<file path="src/rtl/alu_arbiter.sv">
// Two-requester ALU front end: round-robin arbitration into a single-entry result slot.
// An accepted operation is evaluated combinationally and registered, giving one cycle of latency.
module alu_arbiter #(
    parameter int WIDTH = 4
) (
    input  logic                    clk,
    input  logic                    rst,
    input  logic                    req0_valid,
    output logic                    req0_ready,
    input  logic [3:0]              req0_op,
    input  logic signed [WIDTH-1:0] req0_a,
    input  logic [WIDTH-1:0]        req0_b,
    input  logic                    req1_valid,
    output logic                    req1_ready,
    input  logic [3:0]              req1_op,
    input  logic signed [WIDTH-1:0] req1_a,
    input  logic [WIDTH-1:0]        req1_b,
    output logic                    rsp_valid,
    input  logic                    rsp_ready,
    output logic [WIDTH:0]          rsp_data,
    output logic                    rsp_id,
    output logic                    rsp_err
);

    localparam logic [3:0] OP_AND = 4'd0;
    localparam logic [3:0] OP_OR  = 4'd1;
    localparam logic [3:0] OP_ADD = 4'd2;
    localparam logic [3:0] OP_SUB = 4'd3;
    localparam logic [3:0] OP_LT  = 4'd4;
    localparam logic [3:0] OP_LE  = 4'd5;
    localparam logic [3:0] OP_EQ  = 4'd6;
    localparam logic [3:0] OP_NE  = 4'd7;
    localparam logic [3:0] OP_GT  = 4'd8;
    localparam logic [3:0] OP_GE  = 4'd9;
    localparam logic [3:0] OP_SHL = 4'd10;
    localparam logic [3:0] OP_SHR = 4'd11;

    localparam logic [WIDTH:0] SHL_LIM = (WIDTH+1)'(WIDTH + 1);
    localparam logic [WIDTH:0] SHR_LIM = (WIDTH+1)'(WIDTH);

    // Returns {err, result}; result is the exact WIDTH+1-bit value.
    function automatic logic [WIDTH+1:0] alu_eval(
        input logic [3:0]              op,
        input logic signed [WIDTH-1:0] a,
        input logic [WIDTH-1:0]        b
    );
        logic signed [WIDTH:0]   a_x;
        logic signed [WIDTH:0]   b_x;
        logic signed [WIDTH-1:0] b_s;
        logic [WIDTH:0]          b_w;
        logic [WIDTH:0]          res;
        logic                    err;
        a_x = {a[WIDTH-1], a};
        b_x = {b[WIDTH-1], b};
        b_s = signed'(b);
        b_w = {1'b0, b};
        res = '0;
        err = 1'b0;
        case (op)
            OP_AND: res = {1'b0, a & b_s};
            OP_OR:  res = {1'b0, a | b_s};
            OP_ADD: res = a_x + b_x;
            OP_SUB: res = a_x - b_x;
            OP_LT:  res = {{WIDTH{1'b0}}, (a <  b_s)};
            OP_LE:  res = {{WIDTH{1'b0}}, (a <= b_s)};
            OP_EQ:  res = {{WIDTH{1'b0}}, (a == b_s)};
            OP_NE:  res = {{WIDTH{1'b0}}, (a != b_s)};
            OP_GT:  res = {{WIDTH{1'b0}}, (a >  b_s)};
            OP_GE:  res = {{WIDTH{1'b0}}, (a >= b_s)};
            OP_SHL: begin
                if (b_w >= SHL_LIM) res = '0;
                else                res = a_x << b;
            end
            OP_SHR: begin
                if (b_w >= SHR_LIM) res = {(WIDTH+1){a[WIDTH-1]}};
                else                res = a_x >>> b;
            end
            default: err = 1'b1;
        endcase
        return {err, res};
    endfunction

    logic                    slot_free;
    logic                    last_grant;
    logic                    prio0;
    logic                    grant0;
    logic                    grant1;
    logic                    vld_p0;
    logic [3:0]              op_p0;
    logic signed [WIDTH-1:0] a_p0;
    logic [WIDTH-1:0]        b_p0;
    logic [WIDTH+1:0]        eval_p0;

    logic                    vld_p1;
    logic [WIDTH:0]          data_p1;
    logic                    id_p1;
    logic                    err_p1;

    // Stage p0: arbitration and operand select; readiness never looks at the requester's own valid.
    always_comb begin
        slot_free  = !vld_p1 || rsp_ready;
        prio0      = last_grant;
        req0_ready = !rst && slot_free && (prio0 || !req1_valid);
        req1_ready = !rst && slot_free && (!prio0 || !req0_valid);
        grant0     = req0_valid && req0_ready;
        grant1     = req1_valid && req1_ready;
        vld_p0     = grant0 || grant1;
        op_p0      = grant1 ? req1_op : req0_op;
        a_p0       = grant1 ? req1_a  : req0_a;
        b_p0       = grant1 ? req1_b  : req0_b;
        eval_p0    = alu_eval(op_p0, a_p0, b_p0);
    end

    // Stage p1: result slot; reset clears data too so the output is deterministic.
    always_ff @(posedge clk) begin
        if (rst) begin
            vld_p1     <= 1'b0;
            data_p1    <= '0;
            id_p1      <= 1'b0;
            err_p1     <= 1'b0;
            last_grant <= 1'b1;
        end else if (vld_p0) begin
            vld_p1     <= 1'b1;
            data_p1    <= eval_p0[WIDTH:0];
            id_p1      <= grant1;
            err_p1     <= eval_p0[WIDTH+1];
            last_grant <= grant1;
        end else if (rsp_ready) begin
            vld_p1     <= 1'b0;
        end
    end

    assign rsp_valid = vld_p1;
    assign rsp_data  = data_p1;
    assign rsp_id    = id_p1;
    assign rsp_err   = err_p1;

endmodule

</file>
<file path="config.mk">
export PLATFORM = sky130hd
export DESIGN_NAME = alu_arbiter
export DESIGN_NICKNAME = d
export VERILOG_FILES = /design/src/rtl/alu_arbiter.sv
export SDC_FILE = /design/constraint.sdc
export NUM_CORES = 1
export LEC_CHECK = 0
export CAP_MARGIN = 10
export CORE_MARGIN = 8
export CORE_UTILIZATION = 41
export DETAILED_ROUTE_END_ITERATION = 8
export PLACE_DENSITY = 0.66
export SETUP_SLACK_MARGIN = 0.2
export SLEW_MARGIN = 10
export SYNTH_ARGS = -nofsm -noshare
export SYNTH_HDL_FRONTEND = slang
export SYNTH_SLANG_ARGS = --single-unit
</file>
<file path="constraint.sdc">
create_clock -name clk -period 6.95 [get_ports clk]
set_clock_uncertainty 0.15 [all_clocks]
set_input_delay 1.39 -clock clk [delete_from_list [all_inputs] [get_ports clk]]
set_output_delay 1.39 -clock clk [all_outputs]
set_load 0.02 [all_outputs]
</file>
**After elaboration in Yosys (flattened, before gate mapping)**

Index checks and enable logic that the tools add are counted.

- Add/sub/neg operators: 2
- $lt $le $gt $ge: 6
- Eq/ne operators: 13
- Shifts and indexed selects: 2
- Mux-type cells: 9
- Bitwise gates (word level): 2
- Reduce and logical (&&, ||, !) cells: 17

Operators by type and width:

| kind | count |
|---|---|
| case mux 5 bit (12 select lines) | 1 |
| == test 4 x 3 -> 1 bit, second input constant | 4 |
| == test 4 bit, second input constant | 4 |
| two-way mux 4 bit | 3 |
| OR reduction 12 bit | 1 |
| two-way mux 5 bit | 2 |
| == test 4 x 2 -> 1 bit, second input constant | 2 |
| greater-or-equal comparator 4 x 3 -> 1 bit, second input constant | 2 |
| adder 4 x 4 -> 5 bit | 1 |
| logical AND 1 bit | 5 |
| zero test 1 bit | 5 |
| left shift 5 x 4 -> 5 bit | 1 |
| >>> shifter 4 x 4 -> 5 bit | 1 |
| subtractor 4 x 4 -> 5 bit | 1 |
| bitwise AND 4 bit | 1 |
| == test 4 x 1 -> 1 bit, second input constant | 1 |
| == test 4 bit | 1 |
| greater-or-equal comparator 4 bit | 1 |
| > comparator 4 bit | 1 |
| <= comparator 4 bit | 1 |
| zero test 4 bit | 1 |
| logical OR 1 bit | 4 |
| less-than comparator 4 bit | 1 |
| inequality test 4 bit | 1 |
| 3 further kinds | 5 |

- Register bits: 9
- Input bits: 29
- Output and inout port bits: 10
- Word-level logic and storage cells: 56

**Logic depth before layout (Yosys ltp)**

- Depth in word-level cells: 9
- Gate-level depth with buffers: 16
- Gate-level depth less buffers: 13

**Least setup slack after synthesis**

OpenSTA, ideal clock, no wires.

- Path kind: input -> register
- Start point: in req1_valid
- End point: reg data_p1[0] (netlist: rsp_data[0])
- Setup time: 0.060 ns
- Arrival: 4.130 ns
- Data required time: 6.740 ns
- Path slack: 2.610 ns
- Stages on the path: 15
- Buffers on the path: 4
- Cells stage by stage: a21bo_1 -> or3_1 -> buf_6 -> buf_6 -> buf_6 -> nand2_1 -> nand2_1 -> ha_1 -> clkbuf_1 -> nand4_1 -> xor2_1 -> a2111oi_0 -> nor2_1 -> o22ai_1 -> o41a_1

- Longest elaborated chain between the ends: 5
- Elaborated cells on any way between the ends: 38
- Classes of those cells: 2 x add/sub; 6 x order compare; 13 x eq/ne; 2 x shift; 6 x mux; 2 x bitwise; 7 x reduce/logical

RTL lines:

| what | RTL line | RTL |
|---|---|---|
| from (decl) | 13 | `input logic req1_valid,` |
| logical AND 1 bit or zero test 1 bit (tied branches) | 106, 103 |  |
| two-way mux 4 bit, or another cell as far along | 110 | `b_p0 = grant1 ? req1_b : req0_b;` |
| greater-or-equal comparator 4 x 3 -> 1 bit, or another cell as far along | 75 | `if (b_w >= SHR_LIM) res = {(WIDTH+1){a[WIDTH-1]}};` |
| two-way mux 5 bit, or another cell as far along | 75 |  |
| case mux 5 bit (12 select lines) or logical OR 1 bit (tied branches) | 59, 107 |  |
| to (signal assigned) | 124 | `data_p1 <= eval_p0[WIDTH:0];` |
| to (decl) | 95 | `logic [WIDTH:0] data_p1;` |

Several ways; a longest one is shown, not always the timed one.
A chain may end at the register's enable or synchronous reset.

**Final worst setup path**

- Start point: in rst
- End point: reg data_p1[3] (netlist: rsp_data[3])

- Longest elaborated chain between the ends: 8
- Elaborated cells on any way between the ends: 33
- Classes of those cells: 2 x add/sub; 2 x order compare; 11 x eq/ne; 2 x shift; 6 x mux; 2 x bitwise; 8 x reduce/logical

RTL lines:

| what | RTL line | RTL |
|---|---|---|
| from (decl) | 7 | `input logic rst,` |
| zero test 1 bit | 103, 104 |  |
| logical AND 1 bit | 103, 104 |  |
| logical AND 1 bit | 104 | `req1_ready = !rst && slot_free && (!prio0 \|\| !req0_valid);` |
| logical AND 1 bit | 106 | `grant1 = req1_valid && req1_ready;` |
| two-way mux 4 bit, on equally long branches | 110, 109 |  |
| greater-or-equal comparator 4 x 3 -> 1 bit, or another cell as far along | 75 |  |
| two-way mux 5 bit, on equally long branches | 75, 71 |  |
| case mux 5 bit (12 select lines) | 59 | `case (op)` |

Several ways; a longest one is shown, not always the timed one.

==> impl_summary.txt <==
----------------------------------------------------
[Run status]
  Result of the run ... finished, final reports clean

[Clock network]
  CTS H-Tree Depth ... 1
  Max clock buf depth ... 2
  Clock input transition at the sequential cells of the worst setup and hold paths ... 0.05 ns
  Sink count of the clock tree ... 9
  Clock tree from TritonCTS ... yes
  Clock root buffer ... clkbuf_8
  # hold bufs at CTS ... 0
  Clock insertion delay at the later pin of the skew report ... 0.23 ns
  TritonCTS buffer count ... 3
  Post-CTS resize count ... 0
  Post-CTS setup buffers ... 0

[Synth]
  Proportion of synthesized chip area in sequential cells ... a little under a tenth
  Number of warnings issued by yosys ... 0
  Post-synthesis area per instance ... 7.278 um2
  Post-synthesis sequential element count ... 9
  Post-synth EDFFs ... 0
  Top post-synthesis cells by area ... dfxtp_1 9.4%, ha_1 8.5%, mux2i_1 7.9%
  Gate Count Post-Synth ... approximately 260
  Area of the mapped netlist ... ~1900 um2
  Post-synthesis cell type with the largest combined area ... dfxtp_1
  Fraction of registers with async set/reset ... 0%
  Mapped Nets ... between 300 and 400
  Area share of the largest cell type after synthesis ... 9.449%
  Number of different library cells in the post-synthesis netlist ... 59
  Most numerous cell in the Yosys netlist ... nand2_1
  Most used flip-flop cell after synthesis ... dfxtp_1
  Most frequent cells after synthesis ... 33 x nand2_1, 17 x a21oi_1, 16 x clkbuf_1

[Power and ir drop]
  Power per standard cell area ... approximately 110 nW/um2
  Maximum VDD drop ... around 0.000038 V
  LEAKAGE ... 0.9032 nW
  Total power ... between 0.2 and 0.3 mW

[Floorplanning]
  Core ar. ... between 4000 and 5000 um2
  Vertical die dimension ... 84.20 um
  Starting density of the core ... approximately two fifths
  Die outline area ... a little over 7000 um2
  Number of ports placed on the die boundary ... 39
  Placement row count ... 25
  Horizontal extent of the die ... ~84 um

[Cells and area]
  Number of fill cells in the layout ... about 480
  Count of antenna diodes in the layout ... 0
  Final net count ... 330
  Area delta synth->final ... 21.59%
  Layout cell share with drive strength beyond 1 ... 7.719%

[Worst setup path]
  Slowest-stage cell, CP ... clkdlybuf4s50_1
  Worst path max stage delay ... 0.64 ns
  Worst flop-to-flop path endpoint ... rsp_data[3]
  Data arrival time of the worst path ... a little under 5 ns
  Worst Path Max Fanout ... 27
  Launch instance of the worst register-to-register path ... rsp_valid
  Cell-by-cell trace of the critical path ... clkdlybuf4s50_1 > or3_1 > buf_4 > mux2i_1 > inv_1 > ha_1 > nor2b_1 > nor3_1 > xor2_1 > a211oi_1 > o221a_2 > o21ai_0
  Setup slack of the most critical reg-to-reg path ... about 3.3 ns
  Required arrival time at the worst endpoint ... between 6 and 7 ns
  Capturing element type of the critical path ... flip-flop
  R2R cell count ... 12
  Crit path launch type ... input pin
  Startpoint-to-endpoint class of the critical path ... in -> reg

[Route]
  Routed wirelength normalized by instance count ... between 15 and 20 um
  Vias ... approximately 2.0k
  Routed vias/inst ... 5.929
  Antenna viol nets, final ... 0
  DR iter-0 viols ... approximately 270
  First-pass DRT Iterations ... 4
  DRC ... 0
  Total wire length after detailed routing ... about 5700 um

[Hold path]
  Startpoint of the tightest hold check path ... rsp_data[3]
  Worst Hold Endpoint ... rsp_data[3]
  WHS Path Cells ... 2
  Min-Delay Path Class ... reg -> reg

[STA]
  Final Max Slew Viols ... 0
  Post-route fraction of the period consumed by the critical path ... 70.08%
  Fmax ... 205.3 MHz
  Time the final worst path needs with I/O delays and setup ... 4.870 ns
  Max-slew headroom ... between 50% and 60%
  Least-Margin Pin Slew ... 0.6203 ns
  Count of final setup violators ... 0
  Sum of negative setup slack ... 0 ns
  Count of endpoints failing hold in the final timing report ... 0
  Unrepaired setup endpoints after global routing ... false

[Place]
  HPWL after DPL ... about 4700 um
  Routability-driven placement congestion ratio ... 0.8767
  Count of buffers inserted at the top-level ports ... 38

[GRT]
  Largest net degree at the start of global routing ... 28
  Global-route total usage across every layer ... ~16%
  Total overflow reported by the global router ... 0
  Wire length of the first global-routing pass ... 9515 um
  Number of global-route vias before repair ... 1928
  Initial antenna violation count ... 0

[Run]
  Max-cap violations ... 0

----------------------------------------------------
[worst max-delay path, delay by kind of cell]
kind,cells,cell delay (ns)
adder cells (fa/ha/maj),1,0.27
multiplexers,1,0.52
XOR/XNOR,1,0.27
buffers and inverters,3,1.06
AO/OA/AOI/OAI,3,0.58
AND/OR/NAND/NOR,3,0.78
[layer usage]
| layer | track usage [%] | up-vias | wire, um |
|---|---|---|---|
| met5 | 0 | - | 0 |
| met4 | 4.710 | 0 | 80 |
| met3 | 1.452 | 8 | 253 |
| met2 | 26.04 | 67 | 2734 |
| li1 | - | 1009 | - |
| met1 | 21.45 | 926 | 2656 |
[metrics by stage]
stage          cells  util, %  area (um2)  hold WS (ns)  setup WS (ns)
6_report         339    50.42        2318        0.3397          2.080
5_1_grt          339    50.42        2318        0.3929          1.776
4_1_cts          339    50.42        2318        0.3475          2.063
3_5_place_dp     335    49.44        2273        0.3403          1.823
3_3_place_gp     335    49.44        2273        0.3034          1.890
2_1_floorplan    262        -        1907        0.3287          2.610
[flip-flops by register name, summed over array words and instances (netlist names)]
signal,cells
last_grant,1
rsp_data,5
rsp_err,1
rsp_id,1
rsp_valid,1
[where the power goes]
| part | leakage, nW | switching, mW | internal [mW] |
|---|---|---|---|
| Sequential | 0.0736 | 0.00190 | 0.0550 |
| Combinational | 0.807 | 0.0811 | 0.0657 |
| Clock | 0.0228 | 0.0216 | 0.0401 |
| Total | 0.903 | 0.105 | 0.161 |
[kinds of logic after synthesis]
logic type | synth area share [%]
AO/OA/AOI/OAI | 23.49
XOR/XNOR | 2.756
adder cells (fa/ha/maj) | 10.63
buffers and inverters | 7.939
flip-flops | 9.449
multiplexers | 15.75
AND/OR/NAND/NOR | 29.99
[layout by cell type (no fill, tap or decap), types with 3 or more instances in the layout]
master           instances
nand4_1                  4
a211oi_1                 5
dfxtp_1                  9
inv_1                   13
mux2_2                   8
nand2_1                 33
clkbuf_8                 3
o211ai_1                 5
nor2b_1                 11
nand3_1                 10
ha_1                    13
and2_1                   3
o21ai_0                 11
mux2i_1                 15
xor2_1                   5
a21oi_1                 17
clkdlybuf4s50_1         38
nor4b_1                  3
nand2b_1                 5
nor2_1                  13
nor3_1                   9
[cell type report]
cell class	instances	area (um2)	area share, %
Tap cell	54	67.56	2.914
Clock buffer	4	45.04	1.943
Sequential cell	9	180.2	7.771
Inverter	13	48.80	2.105
Timing Repair Buffer	40	395.4	17.05
Multi-Input combinational cell	219	1582	68.21
[worst max-delay path by stage]
| stage | slack (ns) | startpoint | cells past startpoint | endpoint |
|---|---|---|---|---|
| finish | 2.08 | rst | 12 | rsp_data[3] |
| global route | 1.78 | rsp_ready | 13 | rsp_data[3] |
| CTS | 2.06 | rst | 12 | rsp_data[3] |
| detailed placement | 1.82 | rst | 12 | rsp_data[3] |
| global placement | 1.89 | rst | 12 | rsp_data[3] |
| floorplan | 2.61 | req1_valid | 15 | rsp_data[0] |
Power figures use the tool's default switching activity.
